<file path="config.mk">
export PLATFORM = sky130hd
export DESIGN_NAME = tone_scheduler
export DESIGN_NICKNAME = d
export VERILOG_FILES = /design/src/rtl/tone_pkg.sv /design/src/rtl/tone_scheduler_ms_timebase.sv /design/src/rtl/tone_scheduler.sv
export SDC_FILE = /design/constraint.sdc
export NUM_CORES = 1
export LEC_CHECK = 0
export ABC_AREA = 1
export CAP_MARGIN = 30
export CELL_PAD_IN_SITES_DETAIL_PLACEMENT = 1
export CELL_PAD_IN_SITES_GLOBAL_PLACEMENT = 2
export CORE_ASPECT_RATIO = 1.5
export CORE_MARGIN = 3
export CORE_UTILIZATION = 26
export DETAILED_ROUTE_END_ITERATION = 8
export PLACE_DENSITY = 0.88
export SETUP_SLACK_MARGIN = 0.02
export SLEW_MARGIN = 20
export SYNTH_ARGS = -nofsm -noshare
export SYNTH_HDL_FRONTEND = slang
export SYNTH_SLANG_ARGS = --single-unit
</file>
<file path="constraint.sdc">
create_clock -name clk -period 5.5 [get_ports clk]
set_clock_uncertainty 0.1 [all_clocks]
set_input_delay 1.375 -clock clk [delete_from_list [all_inputs] [get_ports clk]]
set_output_delay 1.375 -clock clk [all_outputs]
set_load 0.02 [all_outputs]
</file>
<file path="src/rtl/tone_pkg.sv">
// Shared definitions for the tone scheduler: scheduler states, default widths
// and the note frequencies every requester draws from.
package tone_pkg;

   localparam int FREQ_W_DEF = 10;
   localparam int DUR_W_DEF  = 10;

   typedef enum logic [1:0] {
      ST_IDLE = 2'd0,
      ST_PLAY = 2'd1,
      ST_GAP  = 2'd2
   } state_t;

   localparam logic [9:0] NOTE_G3  = 10'd196;
   localparam logic [9:0] NOTE_C4  = 10'd262;
   localparam logic [9:0] NOTE_D4  = 10'd294;
   localparam logic [9:0] NOTE_E4  = 10'd330;
   localparam logic [9:0] NOTE_G4  = 10'd392;
   localparam logic [9:0] NOTE_A4  = 10'd440;
   localparam logic [9:0] NOTE_C5  = 10'd523;
   localparam logic [9:0] NOTE_DS5 = 10'd622;
   localparam logic [9:0] NOTE_G5  = 10'd784;

   // A zero ticks_per_milli behaves like one tick per ms.
   function automatic logic [15:0] ms_terminal(input logic [15:0] tpm);
      logic [15:0] term;
      if (tpm == 16'd0) begin
         term = 16'd0;
      end else begin
         term = tpm - 16'd1;
      end
      return term;
   endfunction

endpackage

</file>
<file path="src/rtl/tone_scheduler_ms_timebase.sv">
// Millisecond tick divider: counts 0..ticks_per_milli-1 and strobes on the
// terminal count; restart realigns the count so note timing is exact.
module ms_timebase
   import tone_pkg::*;
(
   input  logic        clk,
   input  logic        rst_n,
   input  logic        restart,
   input  logic [15:0] ticks_per_milli,
   output logic        ms_strobe
);

   logic [15:0] cnt_q;
   logic [15:0] cnt_d;
   logic [15:0] term_s;

   // next tick count
   always_comb begin
      term_s = ms_terminal(ticks_per_milli);
      if (restart) begin
         cnt_d = 16'd0;
      end else if (cnt_q >= term_s) begin
         cnt_d = 16'd0;
      end else begin
         cnt_d = cnt_q + 16'd1;
      end
   end

   // tick counter register
   always_ff @(posedge clk or negedge rst_n) begin
      if (!rst_n) begin
         cnt_q <= 16'd0;
      end else begin
         cnt_q <= cnt_d;
      end
   end

   assign ms_strobe = (cnt_q == term_s);

endmodule

</file>
<file path="src/rtl/tone_scheduler.sv">
// Fixed-priority sharing of one square-wave tone generator between requesters.
// Define TONE_SCHED_PREEMPT_EN to let a higher-priority request cut a note short.
module tone_scheduler
   import tone_pkg::*;
#(
   parameter int  NUM_REQ = 3,
   parameter int  FREQ_W  = FREQ_W_DEF,
   parameter int  DUR_W   = DUR_W_DEF,
   parameter int  GAP_MS  = 10,
   localparam int ID_W    = (NUM_REQ > 1) ? $clog2(NUM_REQ) : 1
) (
   input  logic                      clk,
   input  logic                      rst_n,
   input  logic [15:0]               ticks_per_milli,
   input  logic [NUM_REQ-1:0]        req_valid,
   input  logic [NUM_REQ*FREQ_W-1:0] req_freq,
   input  logic [NUM_REQ*DUR_W-1:0]  req_dur,
   output logic [NUM_REQ-1:0]        req_ready,
   output logic [NUM_REQ-1:0]        done,
   output logic [NUM_REQ-1:0]        aborted,
   output logic [FREQ_W-1:0]         freq_out,
   output logic                      busy,
   output logic [ID_W-1:0]           active_id
);

   localparam logic [DUR_W-1:0]   GAP_LD  = DUR_W'(GAP_MS);
   localparam logic [DUR_W-1:0]   ONE_MS  = DUR_W'(1);
   localparam logic [NUM_REQ-1:0] REQ_ONE = NUM_REQ'(1);

   state_t             state_q;
   state_t             state_d;
   logic [FREQ_W-1:0]  freq_q;
   logic [FREQ_W-1:0]  freq_d;
   logic [DUR_W-1:0]   ms_left_q;
   logic [DUR_W-1:0]   ms_left_d;
   logic [ID_W-1:0]    id_q;
   logic [ID_W-1:0]    id_d;
   logic [NUM_REQ-1:0] done_q;
   logic [NUM_REQ-1:0] done_d;
   logic               busy_q;
   logic               busy_d;
   logic               run_q;

   logic [ID_W-1:0]    win_idx_s;
   logic               win_any_s;
   logic [FREQ_W-1:0]  win_freq_s;
   logic [DUR_W-1:0]   win_dur_s;
   logic               ms_strobe_s;
   logic               restart_s;
   logic               last_ms_s;
   logic               preempt_s;
   logic               grant_s;

   ms_timebase u_ms_timebase (
      .clk             (clk),
      .rst_n           (rst_n),
      .restart         (restart_s),
      .ticks_per_milli (ticks_per_milli),
      .ms_strobe       (ms_strobe_s)
   );

   // lowest-index valid requester wins
   always_comb begin
      win_any_s = |req_valid;
      win_idx_s = ID_W'(0);
      for (int i = NUM_REQ - 1; i >= 0; i--) begin
         win_idx_s = req_valid[i] ? ID_W'(i) : win_idx_s;
      end
   end

   assign win_freq_s = req_freq[int'(win_idx_s) * FREQ_W +: FREQ_W];
   assign win_dur_s  = req_dur[int'(win_idx_s) * DUR_W +: DUR_W];
   assign last_ms_s  = ms_strobe_s && (ms_left_q == ONE_MS);

`ifdef TONE_SCHED_PREEMPT_EN
   assign preempt_s = run_q && (state_q != ST_IDLE) && win_any_s && (win_idx_s < id_q);
   assign aborted   = (preempt_s && (state_q == ST_PLAY)) ? (REQ_ONE << id_q) : NUM_REQ'(0);
`else
   assign preempt_s = 1'b0;
   assign aborted   = NUM_REQ'(0);
`endif

   // run_q keeps ready low until the first clock after reset release
   assign grant_s   = run_q && win_any_s &&
                      ((state_q == ST_IDLE) || ((state_q == ST_GAP) && last_ms_s) || preempt_s);
   assign req_ready = grant_s ? (REQ_ONE << win_idx_s) : NUM_REQ'(0);

   // scheduler next-state: grant, note countdown, gap countdown
   always_comb begin
      state_d   = state_q;
      freq_d    = freq_q;
      ms_left_d = ms_left_q;
      id_d      = id_q;
      done_d    = NUM_REQ'(0);
      restart_s = 1'b0;
      if (grant_s) begin
         id_d      = win_idx_s;
         restart_s = 1'b1;
         if (win_dur_s == DUR_W'(0)) begin
            state_d   = ST_IDLE;
            freq_d    = FREQ_W'(0);
            ms_left_d = DUR_W'(0);
            done_d    = REQ_ONE << win_idx_s;
         end else begin
            state_d   = ST_PLAY;
            freq_d    = win_freq_s;
            ms_left_d = win_dur_s;
         end
      end else begin
         case (state_q)
            ST_IDLE: begin
               state_d = ST_IDLE;
            end
            ST_PLAY: begin
               if (last_ms_s) begin
                  freq_d    = FREQ_W'(0);
                  done_d    = REQ_ONE << id_q;
                  restart_s = 1'b1;
                  if (GAP_MS > 0) begin
                     state_d   = ST_GAP;
                     ms_left_d = GAP_LD;
                  end else begin
                     state_d   = ST_IDLE;
                     ms_left_d = DUR_W'(0);
                  end
               end else if (ms_strobe_s) begin
                  ms_left_d = ms_left_q - ONE_MS;
               end else begin
                  ms_left_d = ms_left_q;
               end
            end
            ST_GAP: begin
               if (last_ms_s) begin
                  state_d   = ST_IDLE;
                  ms_left_d = DUR_W'(0);
               end else if (ms_strobe_s) begin
                  ms_left_d = ms_left_q - ONE_MS;
               end else begin
                  ms_left_d = ms_left_q;
               end
            end
            default: begin
               state_d   = ST_IDLE;
               freq_d    = FREQ_W'(0);
               ms_left_d = DUR_W'(0);
            end
         endcase
      end
      busy_d = (state_d != ST_IDLE);
   end

   // scheduler registers
   always_ff @(posedge clk or negedge rst_n) begin
      if (!rst_n) begin
         state_q   <= ST_IDLE;
         freq_q    <= FREQ_W'(0);
         ms_left_q <= DUR_W'(0);
         id_q      <= ID_W'(0);
         done_q    <= NUM_REQ'(0);
         busy_q    <= 1'b0;
         run_q     <= 1'b0;
      end else begin
         state_q   <= state_d;
         freq_q    <= freq_d;
         ms_left_q <= ms_left_d;
         id_q      <= id_d;
         done_q    <= done_d;
         busy_q    <= busy_d;
         run_q     <= 1'b1;
      end
   end

   assign freq_out  = freq_q;
   assign done      = done_q;
   assign busy      = busy_q;
   assign active_id = id_q;

endmodule

</file>
==> results.sh <==
export IMPL_start_kind="primary input"
export IMPL_synth_ff_type="dfrtp_1"
export IMPL_grt_usage_pct=15.3
export IMPL_dieArea_um2=16400
export IMPL_drc=0
export IMPL_dieWidth_um=106
export IMPL_r2r_slack_ns=3.11
export IMPL_nets=839
export IMPL_cts_sinks=45
export IMPL_crit_buf_inv=4
export IMPL_dp_slack_ns=-0.704
export IMPL_cts_hold_fix_buffers=0
export IMPL_grt_pass1_vias=4583
export IMPL_cp_end_kind="output pin"
export IMPL_syn_inst=595
export IMPL_path_depth=18
export IMPL_cp_arrival_ns=3.88
export IMPL_tns_ns=0
export IMPL_grt_antenna_before_repair=0
export IMPL_outcome="complete, no violations"
export IMPL_drive_gt1_share_pct=15.2
export IMPL_io_pins=103
export IMPL_cp_common_cell="nor2_4"
export IMPL_hold_class="flop to flop"
export IMPL_drv_cap=0
export IMPL_place_port_buffers=99
export IMPL_antennaDiodeCount=0
export IMPL_cts_made_buffers=5
export IMPL_crit_chain="clkdlybuf4s15_1 > or2_4 > nor2_4 > nand2_4 > nor3_4 > buf_6 > a21oi_1 > nand3b_1 > ha_4 > nand2_2 > nor2_4 > nand2_2 > nor2_4 > nand2_4 > a21oi_4 > nand3_2 > inv_2 > buf_6"
export IMPL_synthSimpleGateAreaFrac_pct=40.6
export IMPL_worst_pin_slew_ns=0.727
export IMPL_total_leakage_power_uw=0.00288
export IMPL_async_flop_share_pct=100
export IMPL_regArea_um2=1130
export IMPL_cp_max_fo=4
export IMPL_die_h_um=156
export IMPL_area_growth_syn_to_layout_pct=47.2
export IMPL_crit_path_end="req_ready[0]"
export IMPL_gp_congestion=0.828
export IMPL_drv_slew=0
export IMPL_setup_worst_path_start="ticks_per_milli[4]"
export IMPL_wl_per_cell_um=14.0
export IMPL_wl_mm=13.0
export IMPL_crit_type="primary input to output pin"
export IMPL_synth_mux_area_share_pct=0
export IMPL_ys_seq_area_share_pct=29.1
export IMPL_synth_xor_area_share_pct=5.20
export IMPL_postSynthAreaPerCell_um2=6.51
export IMPL_fin_crit_sh_pct=97.4
export IMPL_fin_cells=931
export IMPL_cts_root_buf="clkbuf_16"
export IMPL_start_util_pct=26.6
export IMPL_fin_ws_ns=0.142
export IMPL_synth_edf_count=0
export IMPL_cp_required_ns=4.03
export IMPL_placedCellCount=911
export IMPL_cts_max_level=2
export IMPL_drtIter0Drc=117
export IMPL_synth_compound_area_share_pct=8.36
export IMPL_reg2reg_from="u_ms_timebase.cnt_q[11]"
export IMPL_path_clk_slew_ns=0.06
export IMPL_drt_vias_per_instance=4.62
export IMPL_r2r_end="freq_out[5]"
export IMPL_final_cell_area_um2=5700
export IMPL_timing_hold_violations_final=0
export IMPL_ir_drop_mv=0.115
export IMPL_yosys_warnings=0
export IMPL_tritoncts="done"
export IMPL_fin_crit_ns=5.36
export IMPL_clk_latency_ns=0.30
export IMPL_firstDrtPassIters=4
export IMPL_antenna_left=0
export IMPL_p_per_area_nw_per_um2=214
export IMPL_ys_ff_latch=45
export IMPL_crit_family="simple AND/OR/NAND/NOR gates"
export IMPL_clk_path_buf_depth=2
export IMPL_rows=54
export IMPL_dpl_hpwl_mm=10.4
export IMPL_synth_area_um2=3870
export IMPL_place_area_um2=5290
export IMPL_multiInputGateArea_um2=2560
export IMPL_critPathSlowestCell="ha_4"
export IMPL_grt_overflow=0
export IMPL_power_uw=1220
export IMPL_setup_viol=0
export IMPL_post_synth_num_cell_types=38
export IMPL_synth_top_family_by_area="simple AND/OR/NAND/NOR gates"
export IMPL_slew_headroom_pct=51.2
export IMPL_critical_path_max_stage_delay_ns=0.31
export IMPL_routed_via_count=4303
export IMPL_ff2ff_path_depth=11
export IMPL_grt_max_degree=41
export IMPL_synthAdderAreaFrac_pct=7.75
export IMPL_grt_first_pass_wirelength_mm=20.8
export IMPL_core_um2=14600
export IMPL_fmax_mhz=187
export IMPL_fillers=1930
[cell usage in the layout, fill, tap and decap left out, types with 5 or more instances in the layout]
cell             count
nand4_1              5
inv_2                5
nand2_1            164
dfrtp_1             45
a31oi_1             12
a21oi_1             13
nor2_1              87
nor2_2               9
o21ai_0             20
nand2_4              7
clkbuf_16            5
o21ai_1              6
nand2_2              9
nand3_2              6
dlymetal6s2s_1      11
ha_1                21
xor2_1              18
nand3_1             53
inv_1               57
buf_4               47
clkdlybuf4s50_1     79
[sequential cells by signal, summed over array words and instances, names as in the netlist]
name	count
u_ms_timebase.cnt_q	16
freq_out	10
ms_left_q	10
done	3
active_id	2
state_q	2
busy	1
run_q	1
[kinds of logic (layout without fill, tap and decap cells)]
group,after synthesis,after routing
AOI/OAI and AO/OA,57,57
xor gates and xnor gates,23,23
adders and majority gates,24,24
buffers and inverters,80,218
DFF,45,45
other,2,4
and+or+nand+nor,364,364
[synthesized netlist by cell type, drive strengths merged (5+ instances only)]
| master | instances | area share (%) |
|---|---|---|
| xnor2 | 5 | 1.1 |
| dfrtp | 45 | 29 |
| o21ai | 26 | 3.4 |
| nand3 | 59 | 8.1 |
| xor2 | 18 | 4.1 |
| or2 | 6 | 0.97 |
| nand2 | 180 | 18 |
| buf | 15 | 2.6 |
| a31oi | 12 | 1.9 |
| nor3 | 6 | 0.90 |
| nor2 | 99 | 10 |
| inv | 62 | 6.0 |
| nand4 | 5 | 0.81 |
| a21oi | 14 | 2.1 |
| ha | 24 | 7.7 |
[report_power, final]
group / switching [µW] / internal (µW) / leakage (µW)
Clock: 131 / 169 / 0.0000631
Sequential: 46.8 / 382 / 0.000595
Combinational: 273 / 219 / 0.00222
Total: 451 / 770 / 0.00288
[worst min-delay path by stage]
stage	start	to	slack (ns)	depth (start not counted)
after floorplan	u_ms_timebase.cnt_q[0]	u_ms_timebase.cnt_q[0]	0.33	1
after global placement	u_ms_timebase.cnt_q[0]	u_ms_timebase.cnt_q[0]	0.35	1
after detailed placement	u_ms_timebase.cnt_q[0]	u_ms_timebase.cnt_q[0]	0.36	1
after CTS	u_ms_timebase.cnt_q[0]	u_ms_timebase.cnt_q[0]	0.37	1
after global routing	u_ms_timebase.cnt_q[0]	u_ms_timebase.cnt_q[0]	0.39	1
final	u_ms_timebase.cnt_q[0]	u_ms_timebase.cnt_q[0]	0.36	1
[per-layer routing]
layer  up-vias  wire [µm]  GRT usage, %
met5         -          0             0
met4         0        224          4.81
met3        10        417          1.62
met2        83       7710          32.5
met1      2045       4660          14.9
li1       2165          -             -
[metrics by stage]
stage	utilization [%]	hold WS, ns
2_1_floorplan	-	0.332
3_3_place_gp	36.1	0.354
3_5_place_dp	36.3	0.360
4_1_cts	38.1	0.368
5_1_grt	39.1	0.385
6_report	39.1	0.362
[final cells by class]
type	count	area share, %
multi-input combinational	472	44.9
tap	196	4.30
timing repair buffer	148	24.5
sequential	45	19.7
clock inverter	2	0.263
inverter	62	4.08
clock buffer	6	2.26
[worst reg2reg max path: stages (launching register included)]
cell and delay, ns:
dfrtp_1 0.45, ha_1 0.35, nand2_1 0.12, nor2_2 0.05
nand2_2 0.08, nor2_4 0.05, nand2_4 0.06, buf_4 0.15
inv_1 0.06, o21ai_1 0.57, nand3_1 0.15, nand2_1 0.11
[what timing repair did]
item / in CTS / in global routing
pin swaps: 10 / 25
gates resized for setup: 46 / 37
endpoints found under the setup margin: 3 / 3
cloned: 0 / 1
buffers inserted: 7 / 4
(Power assumes the default switching activity.)
